## src/rtl/pipe_pkg.sv

```systemverilog
// Shared definitions for the hxd32 fetch stage: default constants and the
// instruction/PC packet carried through the skid buffer and IF/ID register.
package pipe_pkg;

  localparam int          INST_W       = 32;
  localparam int          PC_W         = 32;
  localparam logic [31:0] NOP_INST_DEF = 32'h0000_0013;
  localparam logic [31:0] RESET_PC_DEF = 32'h0000_0000;

  typedef struct packed {
    logic [INST_W-1:0] inst;
    logic [PC_W-1:0]   pc;
    logic              valid;
  } fetch_pkt_t;

endpackage

```

## src/rtl/pipe_ifu_if.sv

```systemverilog
// Instruction RAM read port: address/strobe from the fetch unit, data back
// one cycle after an enabled read.
interface pipe_ifu_if #(
  parameter int XLEN = 32
);
  logic            rd_en;
  logic [XLEN-1:0] rd_addr;
  logic [31:0]     rd_data;

  modport master (output rd_en, output rd_addr, input rd_data);
  modport slave  (input rd_en, input rd_addr, output rd_data);
endinterface

```

## src/rtl/pipe_ifu_skid.sv

```systemverilog
// One-entry skid register holding an instruction that returned while IF/ID
// was stalled; clear dominates load, load dominates drain.
module pipe_ifu_skid
  import pipe_pkg::*;
(
  input  logic              clk_i,
  input  logic              rst_n_i,
  input  logic              load_i,
  input  logic              drain_i,
  input  logic              clear_i,
  input  logic [INST_W-1:0] inst_i,
  input  logic [PC_W-1:0]   pc_i,
  output fetch_pkt_t        pkt_o
);

  fetch_pkt_t pkt_q;
  fetch_pkt_t pkt_d;

  always_comb begin
    pkt_d = pkt_q;
    if (clear_i) begin
      pkt_d.valid = 1'b0;
    end else if (load_i) begin
      pkt_d.inst  = inst_i;
      pkt_d.pc    = pc_i;
      pkt_d.valid = 1'b1;
    end else if (drain_i) begin
      pkt_d.valid = 1'b0;
    end
  end

  always_ff @(posedge clk_i or negedge rst_n_i) begin
    if (!rst_n_i) begin
      pkt_q <= '0;
    end else begin
      pkt_q <= pkt_d;
    end
  end

  assign pkt_o = pkt_q;

endmodule

```

## src/rtl/pipe_ifu.sv

```systemverilog
// hxd32 instruction fetch stage: fetch PC, IRAM read issue, and the IF/ID
// register, with a skid entry so stalls never lose or repeat a read.
module pipe_ifu #(
  parameter int              XLEN     = 32,
  parameter logic [XLEN-1:0] RESET_PC = pipe_pkg::RESET_PC_DEF,
  parameter logic [31:0]     NOP_INST = pipe_pkg::NOP_INST_DEF
) (
  input  logic              clk_i,
  input  logic              rst_n_i,
  input  logic              stall_i,
  input  logic              flush_i,
  input  logic [XLEN-1:0]   jmp_pc_i,
  pipe_ifu_if.master        iram,
  output logic [31:0]       inst_o,
  output logic [XLEN-1:0]   pc_o,
  output logic              inst_valid_o
);
  import pipe_pkg::*;

  logic            issue;
  logic [XLEN-1:0] rd_addr;
  logic [XLEN-1:0] fetch_pc_q, fetch_pc_d;
  logic [XLEN-1:0] req_pc_q;
  logic            req_vld_q;
  fetch_pkt_t      out_q, out_d;
  fetch_pkt_t      skid_pkt;
  logic            skid_load, skid_drain, skid_clear;

  // A flush always issues its target, even while the hazard unit stalls.
  assign issue   = flush_i | ~stall_i;
  assign rd_addr = flush_i ? {jmp_pc_i[XLEN-1:2], 2'b00} : fetch_pc_q;

  assign iram.rd_en   = issue;
  assign iram.rd_addr = rd_addr;

  assign fetch_pc_d = issue ? rd_addr + XLEN'(4) : fetch_pc_q;

  always_ff @(posedge clk_i or negedge rst_n_i) begin
    if (!rst_n_i) begin
      fetch_pc_q <= RESET_PC;
      req_pc_q   <= RESET_PC;
      req_vld_q  <= 1'b0;
    end else begin
      fetch_pc_q <= fetch_pc_d;
      req_vld_q  <= issue;
      if (issue) begin
        req_pc_q <= rd_addr;
      end
    end
  end

  always_comb begin
    out_d      = out_q;
    skid_load  = 1'b0;
    skid_drain = 1'b0;
    skid_clear = 1'b0;
    if (flush_i) begin
      out_d.inst  = NOP_INST;
      out_d.valid = 1'b0;
      skid_clear  = 1'b1;
    end else if (stall_i) begin
      skid_load = req_vld_q;
    end else if (skid_pkt.valid) begin
      out_d      = skid_pkt;
      skid_drain = 1'b1;
    end else begin
      out_d.inst  = req_vld_q ? iram.rd_data : NOP_INST;
      out_d.pc    = req_pc_q;
      out_d.valid = req_vld_q;
    end
  end

  always_ff @(posedge clk_i or negedge rst_n_i) begin
    if (!rst_n_i) begin
      out_q <= '{inst: NOP_INST, pc: RESET_PC, valid: 1'b0};
    end else begin
      out_q <= out_d;
    end
  end

  pipe_ifu_skid u_skid (
    .clk_i   (clk_i),
    .rst_n_i (rst_n_i),
    .load_i  (skid_load),
    .drain_i (skid_drain),
    .clear_i (skid_clear),
    .inst_i  (iram.rd_data),
    .pc_i    (req_pc_q),
    .pkt_o   (skid_pkt)
  );

  assign inst_o       = out_q.inst;
  assign pc_o         = out_q.pc;
  assign inst_valid_o = out_q.valid;

  // No read issues while stalled, so a pending read and a held entry never coexist.
  a_req_skid_excl: assert property (@(posedge clk_i) disable iff (!rst_n_i)
                                    !(req_vld_q && skid_pkt.valid));

endmodule

```

## src/flat_wrapper.sv

```systemverilog
// flat-port wrapper written by rule: the top's interface ports become plain ports
module pipe_ifu_flat import pipe_pkg::*;
#(
  parameter int              XLEN     = 32,
  parameter logic [XLEN-1:0] RESET_PC = pipe_pkg::RESET_PC_DEF,
  parameter logic [31:0]     NOP_INST = pipe_pkg::NOP_INST_DEF
)
  (clk_i, rst_n_i, stall_i, flush_i, jmp_pc_i, inst_o, pc_o, inst_valid_o, iram_rd_en, iram_rd_addr, iram_rd_data);
  pipe_ifu_if #(.XLEN(XLEN)) iram_i ();
  input  logic clk_i;
  input  logic rst_n_i;
  input  logic stall_i;
  input  logic flush_i;
  input  logic [XLEN-1:0] jmp_pc_i;
  output logic [31:0] inst_o;
  output logic [XLEN-1:0] pc_o;
  output logic inst_valid_o;
  output wire logic [$bits(iram_i.rd_en)-1:0] iram_rd_en;
  output wire logic [$bits(iram_i.rd_addr)-1:0] iram_rd_addr;
  input wire logic [$bits(iram_i.rd_data)-1:0] iram_rd_data;
  assign iram_rd_en = iram_i.rd_en;
  assign iram_rd_addr = iram_i.rd_addr;
  assign iram_i.rd_data = iram_rd_data;
  pipe_ifu #(.XLEN(XLEN), .RESET_PC(RESET_PC), .NOP_INST(NOP_INST)) u_core (.clk_i(clk_i), .rst_n_i(rst_n_i), .stall_i(stall_i), .flush_i(flush_i), .jmp_pc_i(jmp_pc_i), .iram(iram_i), .inst_o(inst_o), .pc_o(pc_o), .inst_valid_o(inst_valid_o));
endmodule
```

## config.mk

```make
export PLATFORM = sky130hd
export DESIGN_NAME = pipe_ifu_flat
export DESIGN_NICKNAME = d
export VERILOG_FILES = /design/src/rtl/pipe_pkg.sv /design/src/rtl/pipe_ifu_if.sv /design/src/rtl/pipe_ifu_skid.sv /design/src/rtl/pipe_ifu.sv /design/src/flat_wrapper.sv
export SDC_FILE = /design/constraint.sdc
export NUM_CORES = 1
export LEC_CHECK = 0
export CAP_MARGIN = 0
export CORE_ASPECT_RATIO = 0.8
export CORE_UTILIZATION = 31
export DETAILED_ROUTE_END_ITERATION = 7
export GPL_TIMING_DRIVEN = 0
export PLACE_DENSITY = 0.59
export SKIP_LAST_GASP = 1
export SLEW_MARGIN = 40
export SYNTH_ARGS = -nofsm -noshare
export SYNTH_HDL_FRONTEND = slang
export SYNTH_SLANG_ARGS = --single-unit
export TNS_END_PERCENT = 10
```

## constraint.sdc

```tcl
create_clock -name clk_i -period 6.25 [get_ports clk_i]
set_input_delay 1.875 -clock clk_i [delete_from_list [all_inputs] [get_ports clk_i]]
set_output_delay 1.875 -clock clk_i [all_outputs]
set_load 0.01 [all_outputs]
```

==> results of run 1 <==
worst max path at each step:
stage | slack [ns] | to | from
final | 0.20 | iram_rd_addr[10] | flush_i
after global routing | 0.15 | iram_rd_addr[10] | flush_i
after CTS | 0.11 | iram_rd_en | stall_i
after detailed placement | -0.14 | iram_rd_en | stall_i
after global placement | -5.27 | u_core.inst_o[16] | rst_n_i
after floorplan | 1.31 | iram_rd_addr[10] | flush_i
logic make-up after synthesis:
logic type	Yosys count
buf+inv	82
fa+ha+maj	1
compound gates	184
mux	127
simple gates	258
xor+xnor	14
flops	193
layout make-up:
type                            instances  area share [%]
Timing Repair Buffer                  164            14.2
Multi-Input combinational cell        584            33.0
Tap cell                              370            3.91
Sequential cell                       193            40.9
Clock inverter                         12            1.13
Inverter                               26           0.825
Buffer                                 55            2.24
Clock buffer                           20            3.78
sequential cells by signal (all words and copies together), names as in the netlist:
name	cells
u_core.u_skid.pkt_o	65
u_core.inst_o	32
u_core.pc_o	32
u_core.req_pc_q	32
u_core.fetch_pc_q	30
u_core.inst_valid_o	1
u_core.req_vld_q	1
stage by stage:
step	setup WS [ns]	utilization, %	hold slack (ns)	area (um2)
finish	0.202	41.4	0.481	11800
global route	0.148	41.4	0.508	11800
CTS	0.107	41.4	0.489	11800
detailed placement	-0.143	39.4	0.473	11300
global placement	-5.27	39.2	0.466	11200
floorplan	1.31	-	0.448	9110
power groups by stage:
stage	Clock (mW)	Combinational (mW)	Sequential, mW
final	1.11	0.728	1.58
after global routing	1.18	0.800	1.61
after CTS	1.14	0.737	1.58
after detailed placement	0	0.733	1.60
after global placement	0	0.719	1.60
after floorplan	0	0.373	1.60
worst max-delay path, cell delays in order:
cell and delay, ns:
sky130_fd_sc_hd__buf_6 0.13, sky130_fd_sc_hd__buf_6 0.17, sky130_fd_sc_hd__buf_6 0.16, sky130_fd_sc_hd__buf_2 0.30, sky130_fd_sc_hd__buf_2 0.41, sky130_fd_sc_hd__mux2i_1 0.54, sky130_fd_sc_hd__inv_1 0.08, sky130_fd_sc_hd__clkdlybuf4s50_1 0.49
layer usage:
layer | global-route usage (%) | share of wire (%) | vias to the layer above
met5 | 0 | 0 | -
met2 | 26.1 | 44 | 204
met3 | 3.53 | 5.2 | 25
li1 | - | - | 3375
met4 | 4.38 | 1.1 | 0
met1 | 26.4 | 50 | 3591
layout by cell type, fill, tap and decap left out, types with 4 or more instances in the layout:
master and count:
sky130_fd_sc_hd__a21oi_1 71, sky130_fd_sc_hd__a22oi_1 29, sky130_fd_sc_hd__a31oi_1 4, sky130_fd_sc_hd__and3_1 4, sky130_fd_sc_hd__buf_1 7, sky130_fd_sc_hd__buf_2 14, sky130_fd_sc_hd__buf_6 5, sky130_fd_sc_hd__clkbuf_1 30
sky130_fd_sc_hd__clkbuf_16 17, sky130_fd_sc_hd__clkdlybuf4s50_1 161, sky130_fd_sc_hd__clkinv_2 4, sky130_fd_sc_hd__dfrtp_1 190, sky130_fd_sc_hd__inv_1 26, sky130_fd_sc_hd__mux2_2 71, sky130_fd_sc_hd__mux2i_1 56, sky130_fd_sc_hd__nand2_1 69
sky130_fd_sc_hd__nand3_1 12, sky130_fd_sc_hd__nand3b_1 5, sky130_fd_sc_hd__nand4_1 7, sky130_fd_sc_hd__nor2_1 123, sky130_fd_sc_hd__nor2b_1 7, sky130_fd_sc_hd__nor3_1 7, sky130_fd_sc_hd__nor4_1 4, sky130_fd_sc_hd__o21a_1 5
sky130_fd_sc_hd__o21ai_0 37, sky130_fd_sc_hd__o22ai_1 4, sky130_fd_sc_hd__o31ai_1 12, sky130_fd_sc_hd__xnor2_1 13
==> run summary, run 1 <==
- 55 — total number of placement rows
- 14.9% — multiplexer fraction of the synthesized cell area
- 46.3% — sequential share of power
- primary input to output port — critical path class
- 13.8% — simple-gate area share of the yosys netlist
- sky130_fd_sc_hd__dfrtp_1 — largest area contributor in the netlist
- 0 — final antenna diode count
- 52.2% — Synth top area share
- 32.4% — share of total power in the clock network
- 26200 um — wire length reported by the detailed router
- 17.7% — global router's overall resource usage
- 5.05 — average vias per placed instance
- 10.6 um2 — Post-Synthesis Mean Instance Area
- 193 — register bit count reported by yosys
- 162 — count of input and output buffers
- 1393 — placed cells
- 859 — synthesized instance count
- 40600 um — wire length of the first global-routing pass
- sky130_fd_sc_hd__dfrtp_1 — commonest register cell after synthesis
- 13.6% — layout cell share with drive strength beyond 1
- u_core.pc_o[2] — worst min-delay path startpoint
- 29.0% — net switching share of the total power
- 442 — first-iteration detailed-routing DRC count
- 3.79 ns — reg-to-reg slack, setup
- 0.07 ns — clock slew seen by the registers of the worst setup and hold paths
- 70 — largest net degree at the start of global routing
- 1424 — number of standard cells in the layout, taps in and fillers out
- no — RSZ-0062 raised after global routing
- 18.4 um — average wire per cell in the routed design
- 7195 — total vias in the final route
- 193 — sink count of the clock tree
- 4 — htree depth
- u_core.fetch_pc_q[20] — endpoint of the worst-slack reg-to-reg timing path
- 0.137% — adder-cell area share of the yosys netlist
- 45.2% — Relative slew margins
- 0 — number of maximum-capacitance constraint violations
- finished clean — status
- 0.799 ns — Least-Margin Pin Slew
- output port — crit end category
- 4830 um2 — register area
- 29.9% — area overhead of the layout relative to synthesis
- 2.43 mW — Internal Dissipation
- 289 nW/um2 — areal power density over the cells
- 28600 um2 — standard cell core area
- 2 — worst-case clock buffer depth
- sky130_fd_sc_hd__dfrtp_1 — most frequent cell after synthesis
- 166 — number of placed I/O pins
- multiplexers — main combinational cell family by area after synthesis
- 3910 um2 — combined area of the multi-input logic cells
- 12.7% — compound-cell area share of the yosys netlist
- 0.00958 ns — Clock Skews
- sky130_fd_sc_hd__dfrtp_1, sky130_fd_sc_hd__mux2_2, sky130_fd_sc_hd__mux2i_1 — largest cells by area after synthesis
- 5 — first-pass detailed-route iteration total
- 990 uW — Switch Pwr
- 0 — number of synthesized flops with an enable pin
- 928 — Post-Syn Nets
- 0 — number of antenna violations at the first check in global routing
- sky130_fd_sc_hd__dfrtp_1, sky130_fd_sc_hd__nor2_1, sky130_fd_sc_hd__a21oi_1, sky130_fd_sc_hd__mux2_2, sky130_fd_sc_hd__nand2_1 — top cells by instance count after synthesis
- 0 — total setup violations reported at the end of the flow
- 21.3% — portion of total power attributed to combinational logic
- 1110 — Post-layout nets
- 31.9% — starting density of the core
- 6902 — number of global-route vias before repair
- 0 — setup fix buffers added after clock tree synthesis
- sky130_fd_sc_hd__clkbuf_16 — cell at the root of the clock tree
- 1.35% — share of the synthesized netlist area taken by xor and xnor gates
- 5.04 nW — static leakage power
- 1 — post-CTS resize count
- 0 — Detail Route Antenna Nets
- 4.38 ns — data required time of the critical path
- 0 ns — sum of negative setup slack
- 2790 — layout filler cell count
- 100% — async set or reset register ratio after synthesis
- 0.861 — GP Congestion
- u_core.pc_o[2] — destination of the worst hold path
- 6.05 ns — minimum clock period after layout
- 4.17 ns — CP arrival
- 0 — count of final hold-check violations
- 0.211 mV — largest voltage drop on the vdd net
- 0 — Pins Over Slew Limit
- 30100 um2 — total die area
- 10 — maximum fanout encountered on the critical timing path
- done — clock tree from TritonCTS
- 53.1% — fraction of the yosys area taken by sequential cells
- 19200 um — post-detail-place hpwl
- register to register — Hold Path Class
- 96.8% — share of the clock period used by the worst path after layout
- 194 um — horizontal die dimension
- 0 — count of warnings emitted by yosys
- 0 — count of unresolved DRC violations after routing
- u_core.fetch_pc_q[3] — worst r2r src
- 7 — cells on worst reg2reg path
- 9110 um2 — synthesized area
- 17 — total CTS buffers
- 54 — number of distinct library cell variants in the gate-level netlist after synthesis
- primary input — Critical Path Start Type
- 0 — Post-CTS Hold Fix Bufs
- 3.42 mW — Total Power
- 165 MHz — maximum achievable frequency
- 0.44 ns — clock network latency to the later pin of the worst-skew pair
- 0 — Remaining Overflow, GRT
- 155 um — overall die height
- 2 — worst hold stages
(Power assumes the default switching activity.)
==> run 2: changes to the inputs <==
Settings changed: GPL_ROUTABILITY_DRIVEN set to 0.
==> results of run 2 <==
No change in the layout: final DEF, timing and power equal those of run 1.
